`src/rtl/multiplier_bank.sv`:
```
// Bank of CHANNELS signed Q1.(BITSIZE-1) multipliers (ring or AM), one serial shift-add unit shared across channels.
// Latency: done pulses CHANNELS*(BITSIZE+2)+1 cycles after the synchronised lrclk rising edge.
// No backpressure: frame starts arriving while busy are dropped and flagged on sticky overrun; MULTIPLIER_BANK_SATURATE_EN clamps the one overflow case.
module multiplier_bank #(
  parameter int BITSIZE  = 16,
  parameter int CHANNELS = 2
) (
  input  logic                         clk,
  input  logic                         reset,
  input  logic                         lrclk,
  input  logic [CHANNELS-1:0]          mode,
  input  logic [CHANNELS*BITSIZE-1:0]  in1,
  input  logic [CHANNELS*BITSIZE-1:0]  in2,
  output logic [CHANNELS*BITSIZE-1:0]  out,
  output logic                         busy,
  output logic                         done,
  output logic                         overrun
);

  localparam int PW = 2 * BITSIZE;
  localparam int CW = (CHANNELS > 1) ? $clog2(CHANNELS) : 1;
  localparam int NW = $clog2(BITSIZE + 1);
  localparam logic [BITSIZE-1:0] HALF = BITSIZE'(1) << (BITSIZE - 2);

  typedef enum logic [2:0] {S_IDLE, S_LOAD, S_MUL, S_STORE, S_FIN} state_t;

  // lrclk synchroniser and edge detector
  logic       sync1_q, sync2_q, prev_q;
  logic [1:0] vld_q;
  logic       rise_w;

  // Datapath / FSM state
  state_t                        state_q;
  logic [CW-1:0]                 ch_q;
  logic [NW-1:0]                 cnt_q;
  logic [PW-1:0]                 acc_q, mcand_q;
  logic [BITSIZE-1:0]            mplier_q;
  logic [CHANNELS*BITSIZE-1:0]   in1_q, in2_q, out_q;
  logic [CHANNELS-1:0]           mode_q;
  logic                          busy_q, done_q, overrun_q;

  // Next-value helpers
  logic [BITSIZE-1:0]            a_sel, b_sel, b_am, mplier_d, res_d;
  logic                          m_sel;
  logic [PW-1:0]                 mcand_d;
  logic                          unused_acc_bits;

  // Two-flop synchroniser; prev is held high until sync2 carries real samples,
  // so lrclk already high when reset releases does not look like a rising edge.
  always_ff @(posedge clk) begin
    if (!reset) begin
      sync1_q <= 1'b0;
      sync2_q <= 1'b0;
      vld_q   <= 2'b00;
      prev_q  <= 1'b1;
    end else begin
      sync1_q <= lrclk;
      sync2_q <= sync1_q;
      vld_q   <= {vld_q[0], 1'b1};
      prev_q  <= vld_q[1] ? sync2_q : 1'b1;
    end
  end

  assign rise_w = vld_q[1] & sync2_q & ~prev_q;

  // Select the current channel's latched operands; AM maps in2 to a non-negative gain
  always_comb begin
    a_sel = '0;
    b_sel = '0;
    m_sel = 1'b0;
    for (int c = 0; c < CHANNELS; c++) begin
      if (ch_q == CW'(c)) begin
        a_sel = in1_q[c*BITSIZE +: BITSIZE];
        b_sel = in2_q[c*BITSIZE +: BITSIZE];
        m_sel = mode_q[c];
      end
    end
    b_am     = $unsigned($signed(b_sel) >>> 1) + HALF;
    mplier_d = m_sel ? b_am : b_sel;
    mcand_d  = {{BITSIZE{a_sel[BITSIZE-1]}}, a_sel};
  end

  // Rescale the full product back to Q1.(BITSIZE-1); only (-1)*(-1) can overflow
  always_comb begin
    res_d = acc_q[PW-2:BITSIZE-1];
`ifdef MULTIPLIER_BANK_SATURATE_EN
    if (!acc_q[PW-1] && acc_q[PW-2]) res_d = {1'b0, {(BITSIZE-1){1'b1}}};
`endif
  end

  assign unused_acc_bits = ^{acc_q[PW-1], acc_q[BITSIZE-2:0]};

  // Frame sequencer: per channel LOAD, BITSIZE shift-add steps, STORE; then FIN
  always_ff @(posedge clk) begin
    if (!reset) begin
      state_q   <= S_IDLE;
      ch_q      <= '0;
      cnt_q     <= '0;
      acc_q     <= '0;
      mcand_q   <= '0;
      mplier_q  <= '0;
      in1_q     <= '0;
      in2_q     <= '0;
      mode_q    <= '0;
      out_q     <= '0;
      busy_q    <= 1'b0;
      done_q    <= 1'b0;
      overrun_q <= 1'b0;
    end else begin
      if (rise_w && state_q != S_IDLE) overrun_q <= 1'b1;
      case (state_q)
        S_IDLE: begin
          if (rise_w) begin
            in1_q   <= in1;
            in2_q   <= in2;
            mode_q  <= mode;
            ch_q    <= '0;
            busy_q  <= 1'b1;
            state_q <= S_LOAD;
          end
        end
        S_LOAD: begin
          acc_q    <= '0;
          mcand_q  <= mcand_d;
          mplier_q <= mplier_d;
          cnt_q    <= '0;
          state_q  <= S_MUL;
        end
        S_MUL: begin
          // The multiplier MSB carries negative weight, so its partial product is subtracted
          if (mplier_q[0]) begin
            acc_q <= (cnt_q == NW'(BITSIZE-1)) ? acc_q - mcand_q : acc_q + mcand_q;
          end
          mcand_q  <= mcand_q << 1;
          mplier_q <= mplier_q >> 1;
          cnt_q    <= cnt_q + NW'(1);
          if (cnt_q == NW'(BITSIZE-1)) state_q <= S_STORE;
        end
        S_STORE: begin
          for (int c = 0; c < CHANNELS; c++) begin
            if (ch_q == CW'(c)) out_q[c*BITSIZE +: BITSIZE] <= res_d;
          end
          if (ch_q == CW'(CHANNELS-1)) begin
            done_q  <= 1'b1;
            state_q <= S_FIN;
          end else begin
            ch_q    <= ch_q + CW'(1);
            state_q <= S_LOAD;
          end
        end
        S_FIN: begin
          done_q  <= 1'b0;
          busy_q  <= 1'b0;
          state_q <= S_IDLE;
        end
        default: state_q <= S_IDLE;
      endcase
    end
  end

  assign out     = out_q;
  assign busy    = busy_q;
  assign done    = done_q;
  assign overrun = overrun_q;

endmodule

```
`config.mk`:
```
export PLATFORM = sky130hd
export DESIGN_NAME = multiplier_bank
export DESIGN_NICKNAME = d
export VERILOG_FILES = /design/src/rtl/multiplier_bank.sv
export SDC_FILE = /design/constraint.sdc
export NUM_CORES = 1
export LEC_CHECK = 0
export CORE_ASPECT_RATIO = 0.75
export CORE_MARGIN = 4
export CORE_UTILIZATION = 62
export DETAILED_ROUTE_END_ITERATION = 8
export PLACE_DENSITY = 0.86
export SYNTH_ARGS = -nofsm -noshare
export SYNTH_HDL_FRONTEND = slang
export SYNTH_SLANG_ARGS = --single-unit
```
`constraint.sdc`:
```
create_clock -name clk -period 7.8 [get_ports clk]
set_clock_uncertainty 0.2 [all_clocks]
set_input_delay 1.56 -clock clk [delete_from_list [all_inputs] [get_ports clk]]
set_output_delay 1.56 -clock clk [all_outputs]
set_load 0.02 [all_outputs]
```
# Word level (Yosys, flattened, before mapping)
# Index checks and enable logic that the tools add are counted.
[totals]
regBits = 195
inputBits = 69
out_inout_bits = 35
wordCells = 75
[op_classes]
addsub = 5
n_eq_ne = 9
mux = 22
bitwise_logic = 4
reduce_logical = 16
[op_table]
columns = ["op", "count"]
rows = [
  ["$pmux W32 S2", 2],
  ["$mux W32", 2],
  ["$mux W16", 3],
  ["$add A32 B32 Y32", 1],
  ["$pmux W16 S2", 1],
  ["$sub A32 B32 Y32", 1],
  ["$reduce_and A2 Y1", 9],
  ["$add A16 B15 Y16 const B", 1],
  ["$pmux W3 S4", 1],
  ["$pmux W5 S2", 1],
  ["$mux W3", 3],
  ["$ne A2 B2 Y1 const B", 4],
  ["$reduce_bool A2 Y1", 4],
  ["$eq A3 B2 Y1 const B", 2],
  ["$mux W1", 6],
  ["$pmux W1 S2", 3],
  ["$add A5 B1 Y5 const B", 1],
  ["$eq A5 B4 Y1 const B", 1],
  ["$eq A3 B1 Y1 const B", 1],
  ["$eq A3 B3 Y1 const B", 1],
  ["$logic_not A3 Y1", 1],
  ["$reduce_bool A3 Y1", 1],
  ["$and A1 B1 Y1", 2],
  ["$not A1 Y1", 2],
  ["other kinds (2)", 2],
]

# Longest topological paths before layout
# Gate-level depths: netlist of the first run.
[depth]
ltp_word = 4
ltp_mapped = 18
ltp_nobuf = 16

# Worst setup path after synthesis of the first run
# Ideal clock, no wire load.
[synth_path]
path_kind = "flip-flop to flip-flop"
start = "reg cnt_q[0]"
end = "reg acc_q[27]"
setup_time_ns = 0.117
t_arrival_ns = 3.537
required_time_ns = 7.483
slack_ns = 3.946
path_stages_with_launch = 17
n_path_buf = 2
synth_period_minus_slack_ns = 3.854
cell_sequence = "dfxtp_1 -> ha_1 -> and3_1 -> ha_1 -> clkbuf_1 -> buf_1 -> nor2_1 -> xnor2_1 -> ha_1 -> and3_1 -> a221o_1 -> a21oi_1 -> o2bb2ai_1 -> o21bai_1 -> a2111o_1 -> a21o_1 -> a32o_1"
[synth_via]
elab_chain_cells = 4
[synth_lines]
columns = ["item", "line_no", "text"]
rows = [
  ["from (decl)", "35", "logic [NW-1:0] cnt_q;"],
  ["from (signal assigned)", "136", "cnt_q <= cnt_q + NW'(1);"],
  ["$eq A5 B4 Y1", "132", "acc_q <= (cnt_q == NW'(BITSIZE-1)) ? acc_q - mcand_q : acc_q + mcand_q;"],
  ["$mux W32", "132", ""],
  ["$mux W32", "131", "if (mplier_q[0]) begin"],
  ["$pmux W32 S2", "111", "case (state_q)"],
  ["to (signal assigned)", "132", ""],
  ["to (decl)", "36", "logic [PW-1:0] acc_q, mcand_q;"],
]
# No other way between the ends. The select of a mux whose other input is x is not followed.
# A chain may end at the register's enable or synchronous reset.

# Final worst setup path of the first run
[layout_path]
start = "reg mcand_q[7]"
end = "reg acc_q[30]"
[layout_via]
elab_chain_cells = 4
word_cells_on_any_way = 5
cone_classes = "2 x add/sub; 3 x mux"
[layout_lines]
columns = ["item", "line_no", "text"]
rows = [
  ["from (decl)", "36", ""],
  ["from (signal assigned)", "124", "mcand_q <= mcand_d;"],
  ["from (signal assigned)", "134", "mcand_q <= mcand_q << 1;"],
  ["$add A32 B32 Y32 or $sub A32 B32 Y32 (tied branches)", "132", ""],
  ["$mux W32 (*)", "132", ""],
  ["$mux W32 (*)", "131", ""],
  ["$pmux W32 S2 (*)", "111", ""],
]
# Every way passes the cells marked *; elsewhere a longest branch is shown, timed or not. The select of a mux whose other input is x is not followed.

==> results of run 1 <==
## flip-flops by register name (all words and copies together) (netlist names), 3 cells and up
register and flops:
in1_q 32, in2_q 32, out 32, acc_q 31
mcand_q 31, mplier_q 16, cnt_q 5, state_q 3
## per-layer routing
| layer | global-route usage, % | vias to the layer above | routed length (um) |
|---|---|---|---|
| li1 | - | 4416 | - |
| met1 | 38.5 | 4136 | 11800 |
| met2 | 39.6 | 282 | 10700 |
| met3 | 6.14 | 44 | 1710 |
| met4 | 6.78 | 0 | 405 |
| met5 | 0 | - | 0 |
## stage by stage
| stage | instance area (sq um) | utilization (%) |
|---|---|---|
| 6_report | 11700 | 73.1 |
| 5_1_grt | 11700 | 73.1 |
| 4_1_cts | 11700 | 73.1 |
| 3_5_place_dp | 11200 | 69.5 |
| 3_3_place_gp | 11200 | 69.5 |
| 2_1_floorplan | 10200 | - |
## where the power goes
group          switching (uW)  total [uW]  internal, uW  leakage [uW]
Combinational            21.1        62.9          41.9       0.00235
Sequential               1.19         987           986       0.00156
Clock                     429         856           427      0.000279
## kinds of logic after synthesis
family	Yosys count	synth area share (%)
simple gates	489	22.7
flops	193	38.0
compound gates	325	22.6
mux	34	3.36
fa+ha+maj	34	4.26
xor+xnor	53	4.64
buf+inv	116	4.42
## how the worst max path moves through the flow
stage,from,to,slack [ns]
after floorplan,cnt_q[0],acc_q[27],3.95
after CTS,cnt_q[0],acc_q[30],3.54
after detailed placement,cnt_q[0],acc_q[30],3.62
after global placement,mcand_q[7],acc_q[30],3.69
final,mcand_q[7],acc_q[30],3.49
after global routing,mcand_q[2],acc_q[25],3.26
## area by class of cell
type                       instances  area (sq um)
fill                            1249          4320
sequential                       193          3860
inverter                          20          75.1
multi-input combinational        935          5880
tap                              210           263
timing repair buffer             111          1090
clock buffer                      19           433
clock inverter                    13           141
## placed cells by master (no fill, tap or decap), types with 42 or more instances in the layout
cell / instances
xnor2_1: 42
clkdlybuf4s50_1: 102
nand2_1: 249
dfxtp_1: 192
nor2_1: 68
a21boi_0: 98
a21oi_1: 42
a221oi_1: 46
o21ai_0: 45
nor2b_1: 69
## synthesized netlist by cell type (all sizes together) (19+ instances only)
master | instances | area, sq um
a221oi | 46 | 403
clkbuf | 84 | 315
xnor2 | 43 | 384
a21oi | 43 | 215
nor2 | 68 | 255
o21ai | 46 | 230
nand3 | 22 | 110
nand2 | 250 | 938
dfxtp | 193 | 3860
ha | 33 | 413
a211oi | 33 | 248
mux2i | 33 | 330
inv | 20 | 75.1
nor2b | 69 | 432
a21o | 19 | 143
nor3 | 21 | 110
a21boi | 98 | 736
## worst reg2reg max path, delay by kind of cell (launching register included)
kind / cells / cell delay [ns]
compound gates: 3 / 1.03
flops: 1 / 0.39
buf+inv: 1 / 0.10
fa+ha+maj: 1 / 0.35
simple gates: 7 / 1.81
xor+xnor: 2 / 0.29
==> flow_metrics.env, run 1 <==
export IMPL_outcome="finished clean"
export IMPL_r2r_start="mcand_q[7]"
export IMPL_tightestPinTransition_ns=1.20
export IMPL_cts_num_sinks=193
export IMPL_diodes=0
export IMPL_power_density_nw_per_um2=162
export IMPL_setup_tns_ns=0
export IMPL_wl_per_cell_um=16.4
export IMPL_synthFlopType="dfxtp_1"
export IMPL_ios=104
export IMPL_cts_resized=0
export IMPL_first_global_vias=8304
export IMPL_post_dp_hpwl_um=16900
export IMPL_hold_end="prev_q"
export IMPL_grt_pass1_wl_um=40700
export IMPL_nets=1381
export IMPL_crit_path_end_kind="flip-flop"
export IMPL_ctsHtreeMaxLevel=4
export IMPL_cp_cell_sequence="or4_4 -> nor4_4 -> and3b_1 -> nor2_1 -> xnor2_1 -> ha_1 -> inv_1 -> nor2_1 -> nand2_1 -> a2111oi_0 -> o211ai_1 -> nand3_1 -> xnor2_1 -> o21ai_1"
export IMPL_rrSetupSlack_ns=3.49
export IMPL_place_port_buffers=103
export IMPL_critPathSlowestCell="a2111oi_0"
export IMPL_grt_usage_pct=26.5
export IMPL_cp_depth=14
export IMPL_critPathKind="flip-flop to flip-flop"
export IMPL_cts_setup_buffers=0
export IMPL_areaGrowthSynthToFinish_pct=15.5
export IMPL_netlist_area_sq_um=10200
export IMPL_die_w_um=156
export IMPL_cp_required_ns=7.89
export IMPL_ys_warn_count=0
export IMPL_synthArstFlopShare_pct=0
export IMPL_die_area_sq_um=18500
export IMPL_max_stage_delay_ns=0.73
export IMPL_fin_crit_ns=4.31
export IMPL_via_count=8878
export IMPL_setup_violations=0
export IMPL_drc_errors=0
export IMPL_synth_distinct_cells=62
export IMPL_ys_seq_area_share_pct=38.0
export IMPL_first_pass_iters=5
export IMPL_clk_latency_ns=0.45
export IMPL_finalPower_uw=1910
export IMPL_postCtsHoldBufs=0
export IMPL_ys_seq_elements=193
export IMPL_worst_path_buf_inv=1
export IMPL_hold_ws_ns=0.232
export IMPL_worst_slack_ns=3.49
export IMPL_slew_headroom_pct=19.9
export IMPL_syn_inst=1244
export IMPL_synth_nets=1347
export IMPL_fin_cells=1501
export IMPL_start_util_pct=63.3
export IMPL_routed_wirelength_um=24600
export IMPL_slew_violations=0
export IMPL_hold_class="flip-flop to flip-flop"
export IMPL_cts_buffers=17
export IMPL_hp_start="vld_q[1]"
export IMPL_final_layout_size_suffix_gt1_share_pct=4.18
export IMPL_path_delay_family="simple AND/OR/NAND/NOR gates"
export IMPL_antenna_found_initial=0
export IMPL_finalHoldViolCount=0
export IMPL_clock_fmax_mhz=232
export IMPL_drt_iter0_drc=774
export IMPL_place_inst=1469
export IMPL_ant_nets=0
export IMPL_vdd_drop_max_mv=0.145
export IMPL_cts_root_buf="clkbuf_16"
export IMPL_preCtsSetupSlack_ns=3.62
export IMPL_arrival_ns=4.40
export IMPL_core_area_sq_um=16100
export IMPL_hold_depth=1
export IMPL_place_congestion=0.985
export IMPL_rsz0062_at_grt="no"
export IMPL_r2r_end="acc_q[30]"
export IMPL_startpoint_type="flip-flop"
export IMPL_r2r_cells=14
export IMPL_p_leak_uw=0.00419
export IMPL_maxCapViolations=0
export IMPL_grt_max_degree=122
export IMPL_routed_via_density=5.91
export IMPL_path_max_fanout=8
export IMPL_rows=40
export IMPL_cts_tree="done"
export IMPL_synth_edf_count=0
export IMPL_clk_pin_slew_ns=0.08
export IMPL_die_h_um=119
export IMPL_grt_ovfl_total=0
export IMPL_fin_crit_sh_pct=55.3
export IMPL_syn_area_per_cell_sq_um=8.18
export IMPL_clk_path_buf_depth=2
Power figures use the tool's default switching activity.
==> run 2: changes to the inputs <==
--- a/config.mk
+++ b/config.mk
@@ -7,9 +7,9 @@
 export LEC_CHECK = 0
 export CORE_ASPECT_RATIO = 0.75
 export CORE_MARGIN = 4
-export CORE_UTILIZATION = 62
+export CORE_UTILIZATION = 58
 export DETAILED_ROUTE_END_ITERATION = 8
-export PLACE_DENSITY = 0.86
+export PLACE_DENSITY = 0.81
 export SYNTH_ARGS = -nofsm -noshare
 export SYNTH_HDL_FRONTEND = slang
 export SYNTH_SLANG_ARGS = --single-unit
==> constraint.sdc (replaced) <==
create_clock -name clk -period 4.4 [get_ports clk]
set_clock_uncertainty 0.2 [all_clocks]
set_input_delay 0.88 -clock clk [delete_from_list [all_inputs] [get_ports clk]]
set_output_delay 0.88 -clock clk [all_outputs]
set_load 0.02 [all_outputs]
==> run 2 against run 1 <==
Compared with the run above:
- hold slack worse by 0.011 ns
- sequential cell count stayed put
- core utilization is 3.7 points lower
- combinational power is 78% higher
==> flow_metrics.env, run 2 (synthesized netlist as in run 1, its figures left out) <==
export IMPL_outcome="finished clean"
export IMPL_arrival_ns=4.33
export IMPL_p_comb_share_pct=3.3
export IMPL_p_leak_uw=0.00421
export IMPL_wl_per_cell_um=16.0
export IMPL_fin_crit_sh_pct=96.0
export IMPL_setup_tns_ns=0
export IMPL_die_w_um=161
export IMPL_path_delay_family="simple AND/OR/NAND/NOR gates"
export IMPL_met1_length_um=12000
export IMPL_core_area_sq_um=17000
export IMPL_cts_num_sinks=193
export IMPL_finish_utilization_pct=69.4
export IMPL_post_dp_hpwl_um=16600
export IMPL_clk_latency_ns=0.43
export IMPL_p_seq_share_pct=51.6
export IMPL_grt_pass1_wl_um=40500
export IMPL_grt_ovfl_total=0
export IMPL_first_global_vias=8290
export IMPL_clock_fmax_mhz=237
export IMPL_route_met3_wl_um=1350
export IMPL_hold_class="flip-flop to flip-flop"
export IMPL_critPathSlowestCell="or4_4"
export IMPL_r2r_cells=15
export IMPL_hold_ws_ns=0.222
export IMPL_fin_cells=1530
export IMPL_ctsHtreeMaxLevel=4
export IMPL_r2r_start="mcand_q[7]"
export IMPL_grt_usage_pct=24.7
export IMPL_path_max_fanout=8
export IMPL_postCtsHoldBufs=0
export IMPL_place_port_buffers=103
export IMPL_via_count=8837
export IMPL_clkPwrFrac_pct=45.1
export IMPL_start_util_pct=59.7
export IMPL_worst_path_buf_inv=0
export IMPL_clk_pin_slew_ns=0.07
export IMPL_slew_headroom_pct=31.2
export IMPL_final_common_cell="nand2_1"
export IMPL_areaGrowthSynthToFinish_pct=16.3
export IMPL_sw_frac_of_total_pct=21.2
export IMPL_startpoint_type="flip-flop"
export IMPL_max_stage_delay_ns=0.59
export IMPL_internal_power_uw=2680
export IMPL_mostFrequentLayoutCells="nand2_1 (249), dfxtp_1 (192), clkdlybuf4s50_1 (102), a21boi_0 (98), nor2b_1 (69)"
export IMPL_clk_path_buf_depth=2
export IMPL_cp_required_ns=4.51
export IMPL_crit_path_end_kind="flip-flop"
export IMPL_grt_max_degree=95
export IMPL_ant_nets=0
export IMPL_die_area_sq_um=19700
export IMPL_worst_slack_ns=0.177
export IMPL_rsz0062_at_grt="yes"
export IMPL_dr_wl_met2_um=10700
export IMPL_final_layout_size_suffix_gt1_share_pct=4.71
export IMPL_finalHoldViolCount=0
export IMPL_routed_via_density=5.78
export IMPL_top_layer_used="met4"
export IMPL_routed_wirelength_um=24400
export IMPL_place_congestion=1.01
export IMPL_vdd_drop_max_mv=0.272
export IMPL_drt_iter0_drc=662
export IMPL_crit_path_end="acc_q[29]"
export IMPL_power_density_nw_per_um2=287
export IMPL_tightestPinTransition_ns=1.03
export IMPL_cp_cell_sequence="or4_4 -> nor4_4 -> and3b_2 -> nand2_1 -> nor4_1 -> nor2_1 -> xnor2_1 -> ha_1 -> a21o_1 -> a2111oi_1 -> nor4_1 -> a211oi_1 -> o41ai_1 -> xnor2_1 -> o21ai_0"
export IMPL_die_h_um=123
export IMPL_rrSetupSlack_ns=0.18
export IMPL_cts_buffers=17
export IMPL_nets=1386
export IMPL_diodes=0
export IMPL_ios=104
export IMPL_crit_path_start="mcand_q[7]"
export IMPL_slew_violations=0
export IMPL_preCtsSetupSlack_ns=0.172
export IMPL_critPathKind="flip-flop to flip-flop"
export IMPL_fin_crit_ns=4.22
export IMPL_cts_tree="done"
export IMPL_place_inst=1500
export IMPL_maxCapViolations=0
export IMPL_first_pass_iters=5
export IMPL_r2r_end="acc_q[29]"
export IMPL_rows=41
export IMPL_drc_errors=0
export IMPL_cts_root_buf="clkbuf_16"
export IMPL_cp_depth=15
export IMPL_p_sw_uw=719
export IMPL_antenna_found_initial=0
export IMPL_setup_violations=0
[run 2: changes by cell type in the layout (fill, tap and decap cells not counted), moves of 2 or more]
cell        before  now
buf_4            9   14
clkinv_4         4    0
clkinv_8         3    0
clkinvlp_4       0    3
bufinv_16        0    2
clkinv_2         0    2
[run 2: final cells by class]
class | instances | area, sq um
Multi-Input combinational cell | 935 | 5890
Clock buffer | 19 | 443
Inverter | 20 | 75.1
Clock inverter | 11 | 130
Sequential cell | 193 | 3860
Tap cell | 236 | 295
Timing Repair Buffer | 116 | 1130
Fill cell | 1422 | 5200
[run 2: what timing repair did]
action,CTS,global route
endpoints found under the hold margin,0,0
setup endpoints to repair,0,5
resized for setup,0,4
buffers inserted,0,0
[run 2: worst min-delay path by stage]
stage               startpoint  endpoint  slack (ns)  cells past startpoint
global route          vld_q[1]    prev_q        0.25                      1
CTS                   vld_q[1]    prev_q        0.22                      1
global placement      vld_q[1]    prev_q        0.19                      1
detailed placement    vld_q[1]    prev_q        0.21                      1
floorplan             vld_q[1]    prev_q        0.18                      1
finish                vld_q[1]    prev_q        0.22                      1
[run 2: power by group through the flow]
stage / Sequential, uW / Clock (uW) / Combinational (uW)
6_report: 1750 / 1530 / 112
5_1_grt: 1750 / 1620 / 119
4_1_cts: 1750 / 1550 / 112
3_5_place_dp: 1790 / 0 / 111
3_3_place_gp: 1790 / 0 / 112
2_1_floorplan: 1790 / 0 / 43.0
[run 2: per-layer routing]
| layer | GRT usage, % | vias up |
|---|---|---|
| met3 | 4.50 | 31 |
| li1 | - | 4409 |
| met5 | 0 | - |
| met1 | 35.1 | 4172 |
| met4 | 6.71 | 0 |
| met2 | 38.9 | 225 |
[run 2: per-stage QoR]
step | total power (uW) | area (sq um)
floorplan | 1830 | 10200
global placement | 1900 | 11200
detailed placement | 1900 | 11200
CTS | 3410 | 11800
global route | 3490 | 11800
finish | 3400 | 11800
==> run 3: changes to the inputs <==
--- a/config.mk
+++ b/config.mk
@@ -5,9 +5,11 @@
 export SDC_FILE = /design/constraint.sdc
 export NUM_CORES = 1
 export LEC_CHECK = 0
+export CAP_MARGIN = 15
 export CORE_ASPECT_RATIO = 0.75
 export CORE_MARGIN = 4
 export CORE_UTILIZATION = 58
+export CTS_CLUSTER_SIZE = 12
 export DETAILED_ROUTE_END_ITERATION = 8
 export PLACE_DENSITY = 0.81
 export SYNTH_ARGS = -nofsm -noshare
==> results of run 3 <==
Same layout as run 2: the final DEF is identical, and so are final timing and power.
